==> config.mk <==
export PLATFORM = sky130hd
export DESIGN_NAME = grid_renderer
export DESIGN_NICKNAME = d
export VERILOG_FILES = /design/src/rtl/grid_renderer_pkg.sv /design/src/rtl/grid_renderer_cmd_fifo.sv /design/src/rtl/grid_renderer.sv
export SDC_FILE = /design/constraint.sdc
export NUM_CORES = 2
export LEC_CHECK = 0
export CORE_ASPECT_RATIO = 2
export CORE_UTILIZATION = 40
export CTS_BUF_LIST = sky130_fd_sc_hd__clkbuf_4 sky130_fd_sc_hd__clkbuf_8 sky130_fd_sc_hd__clkbuf_16
export CTS_CLUSTER_SIZE = 8
export DETAILED_ROUTE_END_ITERATION = 7
export GPL_TIMING_DRIVEN = 0
export SYNTH_ARGS = -nofsm -noshare
export SYNTH_HDL_FRONTEND = slang
export SYNTH_SLANG_ARGS = --single-unit
==> constraint.sdc <==
create_clock -name CLOCK_50 -period 3.9 [get_ports CLOCK_50]
set_input_delay 0.39 -clock CLOCK_50 [delete_from_list [all_inputs] [get_ports CLOCK_50]]
set_output_delay 0.39 -clock CLOCK_50 [all_outputs]
set_load 0.02 [all_outputs]
==> src/rtl/grid_renderer_pkg.sv <==
// Shared definitions for the grid renderer: controller state encoding,
// command kind constants and default colours.
package grid_renderer_pkg;

  // One-hot controller states
  typedef enum logic [5:0] {
    ST_WAIT_ADAPTER     = 6'b000001,
    ST_CLEAR            = 6'b000010,
    ST_DRAW_CURSOR_INIT = 6'b000100,
    ST_IDLE             = 6'b001000,
    ST_POP              = 6'b010000,
    ST_DRAW_CELL        = 6'b100000
  } state_e;

  localparam logic CMD_PAINT = 1'b0;
  localparam logic CMD_MOVE  = 1'b1;

  localparam logic [8:0] DEF_BG_COLOR     = 9'h1FF;
  localparam logic [8:0] DEF_CURSOR_COLOR = 9'h1C0;

endpackage

==> src/rtl/grid_renderer_cmd_fifo.sv <==
// cmd_fifo: synchronous command queue with the head word held in a register
// (show-ahead). Ports: clk_i/rst_ni (async active-low flush), push_i/data_i
// write side (ignored when full), pop_i/data_o/empty_o read side, full_o.
module cmd_fifo #(
  parameter int unsigned WIDTH = 8,
  parameter int unsigned DEPTH = 4
) (
  input  logic             clk_i,
  input  logic             rst_ni,
  input  logic             push_i,
  input  logic [WIDTH-1:0] data_i,
  input  logic             pop_i,
  output logic [WIDTH-1:0] data_o,
  output logic             full_o,
  output logic             empty_o
);

  localparam int unsigned PW = (DEPTH > 1) ? $clog2(DEPTH) : 1;
  localparam int unsigned CW = $clog2(DEPTH + 1);

  logic [WIDTH-1:0] mem_q [DEPTH];
  logic [PW-1:0]    wr_ptr_q, wr_ptr_d, rd_ptr_q, rd_ptr_d;
  logic [CW-1:0]    cnt_q, cnt_d;
  logic             do_push, do_pop;

  function automatic logic [PW-1:0] ptr_inc(input logic [PW-1:0] p);
    return (p == PW'(DEPTH - 1)) ? '0 : p + 1'b1;
  endfunction

  assign full_o  = (cnt_q == CW'(DEPTH));
  assign empty_o = (cnt_q == '0);
  assign do_push = push_i & ~full_o;
  assign do_pop  = pop_i & ~empty_o;
  assign data_o  = mem_q[rd_ptr_q];

  always_comb begin
    wr_ptr_d = do_push ? ptr_inc(wr_ptr_q) : wr_ptr_q;
    rd_ptr_d = do_pop  ? ptr_inc(rd_ptr_q) : rd_ptr_q;
    cnt_d    = cnt_q;
    if (do_push && !do_pop) cnt_d = cnt_q + 1'b1;
    if (!do_push && do_pop) cnt_d = cnt_q - 1'b1;
  end

  always_ff @(posedge clk_i or negedge rst_ni) begin
    if (!rst_ni) begin
      wr_ptr_q <= '0;
      rd_ptr_q <= '0;
      cnt_q    <= '0;
    end else begin
      wr_ptr_q <= wr_ptr_d;
      rd_ptr_q <= rd_ptr_d;
      cnt_q    <= cnt_d;
    end
  end

  always_ff @(posedge clk_i) begin
    if (do_push) mem_q[wr_ptr_q] <= data_i;
  end

endmodule

==> src/rtl/grid_renderer.sv <==
// grid_renderer: draws a COLS x ROWS grid of square cells into a pixel frame
// buffer, one pixel per cycle. After adapter_ready it clears the whole grid,
// then draws the cursor ring on cell (0,0). Queued PAINT/MOVE commands then
// redraw individual cells.
// Ports: CLOCK_50/nReset clock and async active-low reset; adapter_ready
// frame-buffer ready; cmd_valid/cmd_ready/cmd_kind/cmd_col/cmd_row/cmd_color
// command handshake; busy, cmd_err status; pix_x/pix_y/pix_color/pix_write
// registered pixel write port.
module grid_renderer
  import grid_renderer_pkg::*;
#(
  parameter int unsigned COLS         = 12,
  parameter int unsigned ROWS         = 12,
  parameter int unsigned CELL         = 31,
  parameter int unsigned PITCH        = 33,
  parameter int unsigned X0           = 214,
  parameter int unsigned Y0           = 32,
  parameter int unsigned COLOR_DEPTH  = 9,
  parameter int unsigned BORDER       = 2,
  parameter int unsigned FIFO_DEPTH   = 4,
  parameter logic [COLOR_DEPTH-1:0] BG_COLOR     = COLOR_DEPTH'(DEF_BG_COLOR),
  parameter logic [COLOR_DEPTH-1:0] CURSOR_COLOR = COLOR_DEPTH'(DEF_CURSOR_COLOR)
) (
  input  logic                   CLOCK_50,
  input  logic                   nReset,
  input  logic                   adapter_ready,
  input  logic                   cmd_valid,
  output logic                   cmd_ready,
  input  logic                   cmd_kind,
  input  logic [3:0]             cmd_col,
  input  logic [3:0]             cmd_row,
  input  logic [COLOR_DEPTH-1:0] cmd_color,
  output logic                   busy,
  output logic                   cmd_err,
  output logic [9:0]             pix_x,
  output logic [8:0]             pix_y,
  output logic [COLOR_DEPTH-1:0] pix_color,
  output logic                   pix_write
);

  localparam int unsigned AW = (COLS * ROWS > 1) ? $clog2(COLS * ROWS) : 1;
  localparam int unsigned FW = 9 + COLOR_DEPTH;

  if ((X0 + (COLS - 1) * PITCH + CELL > 640) || (Y0 + (ROWS - 1) * PITCH + CELL > 480)) begin : g_bad_geometry
    $error("grid_renderer: grid does not fit in 640x480");
  end

  state_e state_q, state_d;
  logic [3:0] col_q, col_d, row_q, row_d;
  logic [5:0] dx_q, dx_d, dy_q, dy_d;
  logic [3:0] cur_col_q, cur_col_d, cur_row_q, cur_row_d;
  logic [3:0] nxt_col_q, nxt_col_d, nxt_row_q, nxt_row_d;
  logic       second_q, second_d;
  logic       alive_q;
  logic [9:0] pix_x_q, pix_x_d;
  logic [8:0] pix_y_q, pix_y_d;
  logic [COLOR_DEPTH-1:0] pix_color_q, pix_color_d;
  logic       pix_write_q, pix_write_d;

  logic [COLOR_DEPTH-1:0] ram_q [COLS*ROWS];
  logic                   ram_we;
  logic [AW-1:0]          ram_waddr;
  logic [COLOR_DEPTH-1:0] ram_wdata, ram_rdata;

  logic [FW-1:0] fifo_head;
  logic          fifo_full, fifo_empty, fifo_pop;
  logic          hd_kind;
  logic [3:0]    hd_col, hd_row;
  logic [COLOR_DEPTH-1:0] hd_color;
  logic          hd_bad, cell_last, drawing, on_cursor, on_ring;

  function automatic logic [AW-1:0] cell_idx(input logic [3:0] c, input logic [3:0] r);
    return AW'(32'(r) * COLS + 32'(c));
  endfunction

  cmd_fifo #(.WIDTH(FW), .DEPTH(FIFO_DEPTH)) u_fifo (
    .clk_i   (CLOCK_50),
    .rst_ni  (nReset),
    .push_i  (cmd_valid & cmd_ready),
    .data_i  ({cmd_kind, cmd_col, cmd_row, cmd_color}),
    .pop_i   (fifo_pop),
    .data_o  (fifo_head),
    .full_o  (fifo_full),
    .empty_o (fifo_empty)
  );

  assign {hd_kind, hd_col, hd_row, hd_color} = fifo_head;
  assign hd_bad    = (32'(hd_col) >= COLS) || (32'(hd_row) >= ROWS);
  assign cmd_ready = alive_q & ~fifo_full;
  assign busy      = (state_q != ST_IDLE) | ~fifo_empty;
  assign pix_x     = pix_x_q;
  assign pix_y     = pix_y_q;
  assign pix_color = pix_color_q;
  assign pix_write = pix_write_q;
  assign ram_rdata = ram_q[cell_idx(col_q, row_q)];

  assign cell_last = (dx_q == 6'(CELL - 1)) && (dy_q == 6'(CELL - 1));
  assign drawing   = (state_q == ST_CLEAR) || (state_q == ST_DRAW_CURSOR_INIT) ||
                     (state_q == ST_DRAW_CELL);
  assign on_cursor = (col_q == cur_col_q) && (row_q == cur_row_q);
  assign on_ring   = (32'(dx_q) < BORDER) || (32'(dy_q) < BORDER) ||
                     (32'(dx_q) >= CELL - BORDER) || (32'(dy_q) >= CELL - BORDER);

  always_comb begin
    state_d     = state_q;
    col_d       = col_q;
    row_d       = row_q;
    dx_d        = dx_q;
    dy_d        = dy_q;
    cur_col_d   = cur_col_q;
    cur_row_d   = cur_row_q;
    nxt_col_d   = nxt_col_q;
    nxt_row_d   = nxt_row_q;
    second_d    = second_q;
    pix_x_d     = pix_x_q;
    pix_y_d     = pix_y_q;
    pix_color_d = pix_color_q;
    pix_write_d = 1'b0;
    ram_we      = 1'b0;
    ram_waddr   = cell_idx(col_q, row_q);
    ram_wdata   = BG_COLOR;
    fifo_pop    = 1'b0;
    cmd_err     = 1'b0;

    if (drawing) begin
      pix_write_d = 1'b1;
      pix_x_d     = 10'(X0) + 10'(32'(col_q) * PITCH) + 10'(dx_q);
      pix_y_d     = 9'(Y0) + 9'(32'(row_q) * PITCH) + 9'(dy_q);
      if (state_q == ST_CLEAR)        pix_color_d = BG_COLOR;
      else if (on_cursor && on_ring)  pix_color_d = CURSOR_COLOR;
      else                            pix_color_d = ram_rdata;
      if (cell_last) begin
        dx_d = '0;
        dy_d = '0;
      end else if (dx_q == 6'(CELL - 1)) begin
        dx_d = '0;
        dy_d = dy_q + 6'd1;
      end else begin
        dx_d = dx_q + 6'd1;
      end
    end

    case (state_q)
      ST_WAIT_ADAPTER: if (adapter_ready) state_d = ST_CLEAR;
      ST_CLEAR: begin
        ram_we = 1'b1;
        if (cell_last) begin
          if (col_q == 4'(COLS - 1)) begin
            col_d = '0;
            if (row_q == 4'(ROWS - 1)) begin
              row_d     = '0;
              cur_col_d = '0;
              cur_row_d = '0;
              state_d   = ST_DRAW_CURSOR_INIT;
            end else begin
              row_d = row_q + 4'd1;
            end
          end else begin
            col_d = col_q + 4'd1;
          end
        end
      end
      ST_DRAW_CURSOR_INIT: if (cell_last) state_d = ST_IDLE;
      ST_IDLE: if (!fifo_empty) state_d = ST_POP;
      ST_POP: begin
        fifo_pop = 1'b1;
        dx_d     = '0;
        dy_d     = '0;
        second_d = 1'b0;
        if (hd_bad) begin
          cmd_err = 1'b1;
          state_d = ST_IDLE;
        end else begin
          state_d = ST_DRAW_CELL;
          if (hd_kind == CMD_PAINT) begin
            ram_we    = 1'b1;
            ram_waddr = cell_idx(hd_col, hd_row);
            ram_wdata = hd_color;
            col_d     = hd_col;
            row_d     = hd_row;
          end else if (hd_col == cur_col_q && hd_row == cur_row_q) begin
            col_d = hd_col;
            row_d = hd_row;
          end else begin
            // Cursor moves now so the old cell's pass renders without a ring;
            // the new cell follows as a second pass.
            col_d     = cur_col_q;
            row_d     = cur_row_q;
            nxt_col_d = hd_col;
            nxt_row_d = hd_row;
            cur_col_d = hd_col;
            cur_row_d = hd_row;
            second_d  = 1'b1;
          end
        end
      end
      ST_DRAW_CELL: begin
        if (cell_last) begin
          if (second_q) begin
            col_d    = nxt_col_q;
            row_d    = nxt_row_q;
            second_d = 1'b0;
          end else begin
            state_d = ST_IDLE;
          end
        end
      end
      default: state_d = ST_WAIT_ADAPTER;
    endcase
  end

  always_ff @(posedge CLOCK_50 or negedge nReset) begin
    if (!nReset) begin
      state_q     <= ST_WAIT_ADAPTER;
      col_q       <= '0;
      row_q       <= '0;
      dx_q        <= '0;
      dy_q        <= '0;
      cur_col_q   <= '0;
      cur_row_q   <= '0;
      nxt_col_q   <= '0;
      nxt_row_q   <= '0;
      second_q    <= 1'b0;
      alive_q     <= 1'b0;
      pix_x_q     <= 10'(X0);
      pix_y_q     <= 9'(Y0);
      pix_color_q <= BG_COLOR;
      pix_write_q <= 1'b0;
    end else begin
      state_q     <= state_d;
      col_q       <= col_d;
      row_q       <= row_d;
      dx_q        <= dx_d;
      dy_q        <= dy_d;
      cur_col_q   <= cur_col_d;
      cur_row_q   <= cur_row_d;
      nxt_col_q   <= nxt_col_d;
      nxt_row_q   <= nxt_row_d;
      second_q    <= second_d;
      alive_q     <= 1'b1;
      pix_x_q     <= pix_x_d;
      pix_y_q     <= pix_y_d;
      pix_color_q <= pix_color_d;
      pix_write_q <= pix_write_d;
    end
  end

  always_ff @(posedge CLOCK_50) begin
    if (ram_we) ram_q[ram_waddr] <= ram_wdata;
  end

endmodule

### After elaboration in Yosys (flattened, before gate mapping)

Memories as Yosys holds them, arrays and structs flattened.
Index checks and enable logic that the tools add are counted.

* bitwise gates (word level): 9
* equality and inequality tests: 30
* reductions and logical operators: 28
* magnitude comparators: 6
* $add $sub $neg: 14
* $mul: 4
* mux-type cells: 74

Operator list (count)
* 2-to-1 mux 6 bit: 17
* 2-to-1 mux 4 bit: 24
* 2-to-1 mux 9 bit: 5
* one-hot mux 6 bit (6 select lines): 1
* 2-to-1 mux 8 bit: 3
* one-hot mux 4 bit (3 select lines): 2
* != test 2 bit, second input constant: 10
* == test 6 x 5 -> 1 bit, second input constant: 3
* adder 8 x 4 -> 8 bit: 2
* == test 4 bit: 4
* one-hot mux 4 bit (2 select lines): 2
* 2-to-1 mux 1 bit: 14
* adder 6 x 1 -> 6 bit, second input constant: 2
* greater-or-equal comparator 6 x 5 -> 1 bit, second input constant: 2
* < comparator 6 x 2 -> 1 bit, second input constant: 2
* multiplier 4 x 2 -> 6 bit, second input constant: 2
* adder 10 x 6 -> 10 bit: 1
* adder 8 x 10 -> 10 bit, first input constant: 1
* multiplier 4 x 6 -> 10 bit, second input constant: 1
* adder 6 x 9 -> 9 bit, first input constant: 1
* adder 9 x 6 -> 9 bit: 1
* multiplier 4 x 6 -> 9 bit, second input constant: 1
* adder 4 x 1 -> 4 bit, second input constant: 2
* == test 4 bit, second input constant: 2
* other kinds (31): 60

* word-level logic and storage cells: 185
* memories: 2
* input bits: 22
* bits in registers: 80
* memory bits (writable): 1368

Memory list
* ram_q: depth 144, bits a word 9, rd ports 1, clocked after Yosys merged registers in 0, write ports 1, RTL line grid_renderer.sv:60 `logic [COLOR_DEPTH-1:0] ram_q [COLS*ROWS];`
* u_fifo.mem_q: depth 4, bits a word 18, rd ports 1, clocked after Yosys merged registers in 0, write ports 1, RTL line grid_renderer_cmd_fifo.sv:21 `logic [WIDTH-1:0] mem_q [DEPTH];`

### Logic depth before layout (Yosys ltp)

* depth after elaboration: 8
* depth in mapped cells: 13
* mapped depth without buffers: 13

### Cells and area by module

A second synthesis with hierarchy kept.

* cell total of the unflattened synthesis: 2911
* area, all modules: 58506.1 µm²

Modules (own cells, without submodules)
* grid_renderer: times used 1, seq. area each 40764.1 µm², cells an instance 2776, area each 55456.9 µm²
* cmd_fifo: times used 1, seq. area each 2337.2 µm², cells an instance 135, area each 3049.2 µm²

### Worst setup path before layout

Ideal clock, no wire load.

* path type: reg2reg
* start: reg u_fifo.rd_ptr_q[0]
* end: mem ram_q[56][0], enable pin
* arrival time: 3757 ps
* required time: 3526 ps
* buffers on the path: 2
* setup time: 374 ps
* cell stages (with the launch flop): 11
* slack: -231 ps
* cells stage by stage: dfrtp_1 > buf_6 > mux4_1 > ha_1 > fa_1 > xor2_1 > or4_1 > a21boi_2 > o211ai_1 > clkbuf_1 > nor2_1

* longest elaborated chain between the ends: 7
* elaborated cells on any way between the ends: 14
* classes of those cells: 1 x add/sub; 1 x mul; 2 x order compare; 8 x mux; 1 x reduce/logical; 1 x memory

RTL lines
* from (decl): RTL line grid_renderer_cmd_fifo.sv:22 `logic [PW-1:0] wr_ptr_q, wr_ptr_d, rd_ptr_q, rd_ptr_d;`
* from (signal assigned): RTL line grid_renderer_cmd_fifo.sv:51 `rd_ptr_q <= rd_ptr_d;`
* memory (4 x 18 bit) (*)
* net fifo_head[9]: RTL line grid_renderer.sv:65 `logic [FW-1:0] fifo_head;`
* branches (longest 6 deep; another with adder 8 x 4 -> 8 bit)
* to (decl): RTL line grid_renderer.sv:60

Mark *: on every way through the listed nets, which the timed path passes.

### Final worst setup path

* start: reg col_q[2]
* end: reg pix_color_q[1] (netlist: pix_color[1])

* longest elaborated chain between the ends: 5
* elaborated cells on any way between the ends: 7
* classes of those cells: 1 x add/sub; 1 x eq/ne; 2 x mux; 2 x reduce/logical; 1 x memory

RTL lines
* from (decl): RTL line grid_renderer.sv:49 `logic [3:0] col_q, col_d, row_q, row_d;`
* from (signal assigned): RTL line grid_renderer.sv:231 `col_q <= col_d;`
* branches (longest 3 deep; another with memory (144 x 9 bit))
* 2-to-1 mux 9 bit (*): RTL line grid_renderer.sv:130 `else if (on_cursor && on_ring) pix_color_d = CURSOR_COLOR;`
* 2-to-1 mux 9 bit (*): RTL line grid_renderer.sv:129 `if (state_q == ST_CLEAR) pix_color_d = BG_COLOR;`
* to (signal assigned): RTL line grid_renderer.sv:243 `pix_color_q <= pix_color_d;`
* to (decl): RTL line grid_renderer.sv:57 `logic [COLOR_DEPTH-1:0] pix_color_q, pix_color_d;`

Every way passes the cells marked *.
A chain may end at the register's enable or synchronous reset.

==> results.tsv <==
stage	metric	value	unit
synth	avgSynthCellArea	20.3	µm²
detailed_routing	wirelength	191	mm
detailed_routing	via_per_inst	5.99	
critical_path	crit_required	4.63	ns
synth	ys_warn_count	0	
global_route	grt_pass1_vias	33600	
critical_path	path_class	flip-flop to flip-flop	
critical_path	r2r_slack	-0.35	ns
global_route	grt_usage	26.0	%
place	gp_congestion	0.986	
synth	ys.flop_type	edfxtp_1	
run_status	violations	setup timing	
detailed_routing	highest_layer	met4	
timing	maxSlewViolCount	0	
critical_path	slowest_stage	mux2i_2	
cells_and_area	fin_area	0.0728	mm²
clock_tree	clk-insertion-delay-late	0.83	ns
clock_tree	cts-root-buf	clkbuf_16	
pwr	p_leak	0.0271	µW
detailed_routing	dr.pass1.iters	6	
cells_and_area	num-fill-cells	11400	
floorplan	ios	54	
clock_tree	cts_made_buffers	206	
place	dpl_cell_area	0.0623	mm²
place	hpwl	128	mm
job	cap_viol_max_count	0	
pwr	pwr_density_cell	563	mW/mm²
floorplan	core_area	0.144	mm²
floorplan	start_util	40.4	%
detailed_routing	via_count	32100	
worst_hold_path	hold_class	primary input to async pin	
clock_tree	clock_sinks	1448	
timing	finalCriticalPeriod	4.25	ns
pwr	vdd_drop_max	466	µV
floorplan	num_rows	197	
global_route	grt_pass1_wl	261	mm
floorplan	dieArea	0.147	mm²
clock_tree	clk_path_buf_depth	4	
timing	whs	0.110	ns
timing	rsz0062_at_grt	yes	
cells_and_area	syn_to_final_growth	24.8	%
detailed_routing	detail-route-antenna-nets	0	
timing	worst_slew_pin_slew	1.22	ns
detailed_routing	drcViolationCount	0	
detailed_routing	wl_met3	11.1	mm
timing	setup_viol	1287	
timing	hold_violations	0	
floorplan	die_y	542	µm
global_route	antenna_found_initial	3	
cells_and_area	fin_cells	5357	
floorplan	dieWidth	272	µm
place	portBuffers	53	
clock_tree	htree_levels	4	
place	place_ws	-4.26	ns
synth	synth_edf_count	1368	
critical_path	crit_arrival	4.98	ns
place	dp_cells	4833	
detailed_routing	post_drt_wl_per_cell	35.7	µm
critical_path	critPathMaxStageDelay	0.64	ns
synth	netlist_area	0.0583	mm²
critical_path	start_kind	flip-flop	
synth	synth_cell_type_count	73	
clock_tree	cts.clk_slew.worst_paths	0.06	ns
critical_path	path_cells	ha_1 -> clkbuf_8 -> clkbuf_2 -> clkbuf_4 -> mux2i_2 -> a2111oi_0 -> a311oi_1 -> o21ai_0 -> a31o_2	
global_route	grt-ovfl-total	0	
detailed_routing	wl_met1	56.5	mm
timing	finClkSkew	0.0588	ns
timing	setup-tns-final	-191.64	ns
critical_path	crit_fanout	10	
synth	yosysSeqAreaShare	73.9	%
cells_and_area	drive_gt1_share	37.3	%
timing	maxSlewHeadroom	19.0	%
timing	min_period_over_period	109	%
run_status	status	complete, but fails checks	
cells_and_area	fin_nets	3524	
global_route	grt_start_max_net_pins	84	
synth	synth_seq_cells	1448	
synth	syn_nets	2969	
detailed_routing	first_iter_violations	3323	
critical_path	cp-end-kind	flip-flop	
detailed_routing	dr_wl_met2	102	mm
timing	layout_setup_ws	-0.352	ns
timing	max_freq	0.235	GHz
synth	ys_async_sr_fraction	5.52	%
synth	syn-instance-count	2874	
clock_tree	cts_tree	done	
critical_path	ff2ff_path_depth	9	
==> cells in the mapped netlist (22+ instances only) <==
cell type  number  area share [%]
a21oi_1        44            0.38
buf_1          23            0.15
buf_2          30            0.26
clkbuf_1       76            0.49
dfrtp_1        64             2.7
edfxtp_1     1368              70
ha_1           63             1.4
inv_1          55            0.35
mux2_2         22            0.42
mux2i_1        72             1.2
mux4_2        374              14
nand2_1        91            0.59
nor2_1        183             1.2
o21ai_0        43            0.37
o22ai_1        22            0.24
xnor2_1        28            0.42
xor2_1         27            0.41
==> registers in the layout, indices dropped and copies added, names as in the netlist, 2 cells and up <==
register	count
col_q	4
nxt_row_q	4
pix_color	9
pix_y	9
u_fifo.wr_ptr_q	2
cur_row_q	4
cur_col_q	4
ram_q	1296
dx_q	6
nxt_col_q	4
u_fifo.rd_ptr_q	2
dy_q	6
u_fifo.cnt_q	3
row_q	4
pix_x	10
u_fifo.mem_q	72
state_q	6
==> cell type report <==
| class | instances | area, µm² | area share, % |
|---|---|---|---|
| tap | 1890 | 2360 | 3.25 |
| timing repair buffer | 347 | 4630 | 6.35 |
| multi-input combinational | 1234 | 16000 | 21.9 |
| clock buffer | 239 | 5460 | 7.49 |
| antenna | 6 | 15.0 | 0.0206 |
| clock inverter | 1 | 8.76 | 0.0120 |
| buffer | 135 | 1030 | 1.42 |
| inverter | 57 | 226 | 0.311 |
| sequential | 1448 | 43100 | 59.2 |
==> final timing paths <==
path,from,endpoint
max in group asynchronous,nReset,state_q[0]
worst max-delay path,col_q[2],pix_color[1]
worst min-delay path,nReset,dy_q[2]
worst min register to register,pix_x[2],pix_x[2]
min in group CLOCK_50,cmd_color[4],u_fifo.mem_q[2][4]
worst max register to register,col_q[2],pix_color[1]
==> cell families (layout without fill, tap and decap cells) <==
family          Yosys count  in the layout  synth area share, %
fa+ha+maj                73             73                 1.69
simple gates            392            393                 3.12
xor+xnor                 55             55                0.826
flops                  1448           1448                 73.9
compound gates          240            241                 2.82
other cells               1              7              0.00643
mux                     471            471                 16.2
buf+inv                 194            779                 1.42
==> critical path, delay by kind of cell, from the launching register on <==
family	cells	cell delay [ns]
AOI/OAI and AO/OA	4	1.36
buffers and inverters	3	1.12
adders and majority gates	1	0.50
DFF	1	0.52
muxes	1	0.64
==> power by group <==
part | internal [µW] | leakage, µW | switching (µW)
Clock | 9610 | 0.00272 | 6110
Combinational | 2720 | 0.00739 | 5120
Sequential | 17200 | 0.0170 | 242
==> per-layer routing <==
layer	GRT usage (%)	vias to the layer above
met3	4.38	666
met5	0	-
li1	-	12900
met2	47.4	1639
met4	23.6	0
met1	24.5	16900
==> cells in the final DEF, fill, tap and decap left out, types with 10 or more instances in the layout <==
cell and count:
buf_8 10, inv_1 55, o22ai_1 15, xnor2_1 23, o21ai_0 43, dfstp_2 16, nand3_1 15, nand2_8 10
dfrtp_1 60, ha_1 60, buf_4 147, buf_6 54, mux2_2 21, o211ai_1 18, o221ai_1 10, nor2_1 45
mux2i_1 62, mux4_2 376, buf_12 111, xor2_1 23, nand2_1 73, clkbuf_4 44, nor3_1 18, buf_16 14
nor2_4 131, a21oi_1 43, buf_2 13, edfxtp_1 1368, nor4_1 10, clkbuf_16 213, clkbuf_2 19, clkbuf_1 29
a22o_1 10, nand4_1 15, clkdlybuf4s50_1 52, nor2_2 19
==> stage by stage <==
step / utilization (%) / power (µW)
after floorplan: - / 21500
after global placement: 42.8 / 24500
after detailed placement: 43.1 / 24500
after CTS: 49.9 / 40800
after global routing: 50.4 / 41800
final: 50.4 / 41000
==> what timing repair did <==
action                                  in CTS  in global routing
setup buffers                              246                 23
hold buffers                                 1                  0
gates resized for setup                    366                 97
endpoints found under the setup margin    1897               1906
pin swaps                                  148                 46
cloned                                       4                  6
hold endpoints to repair                    78                  0
Power figures use the tool's default switching activity.
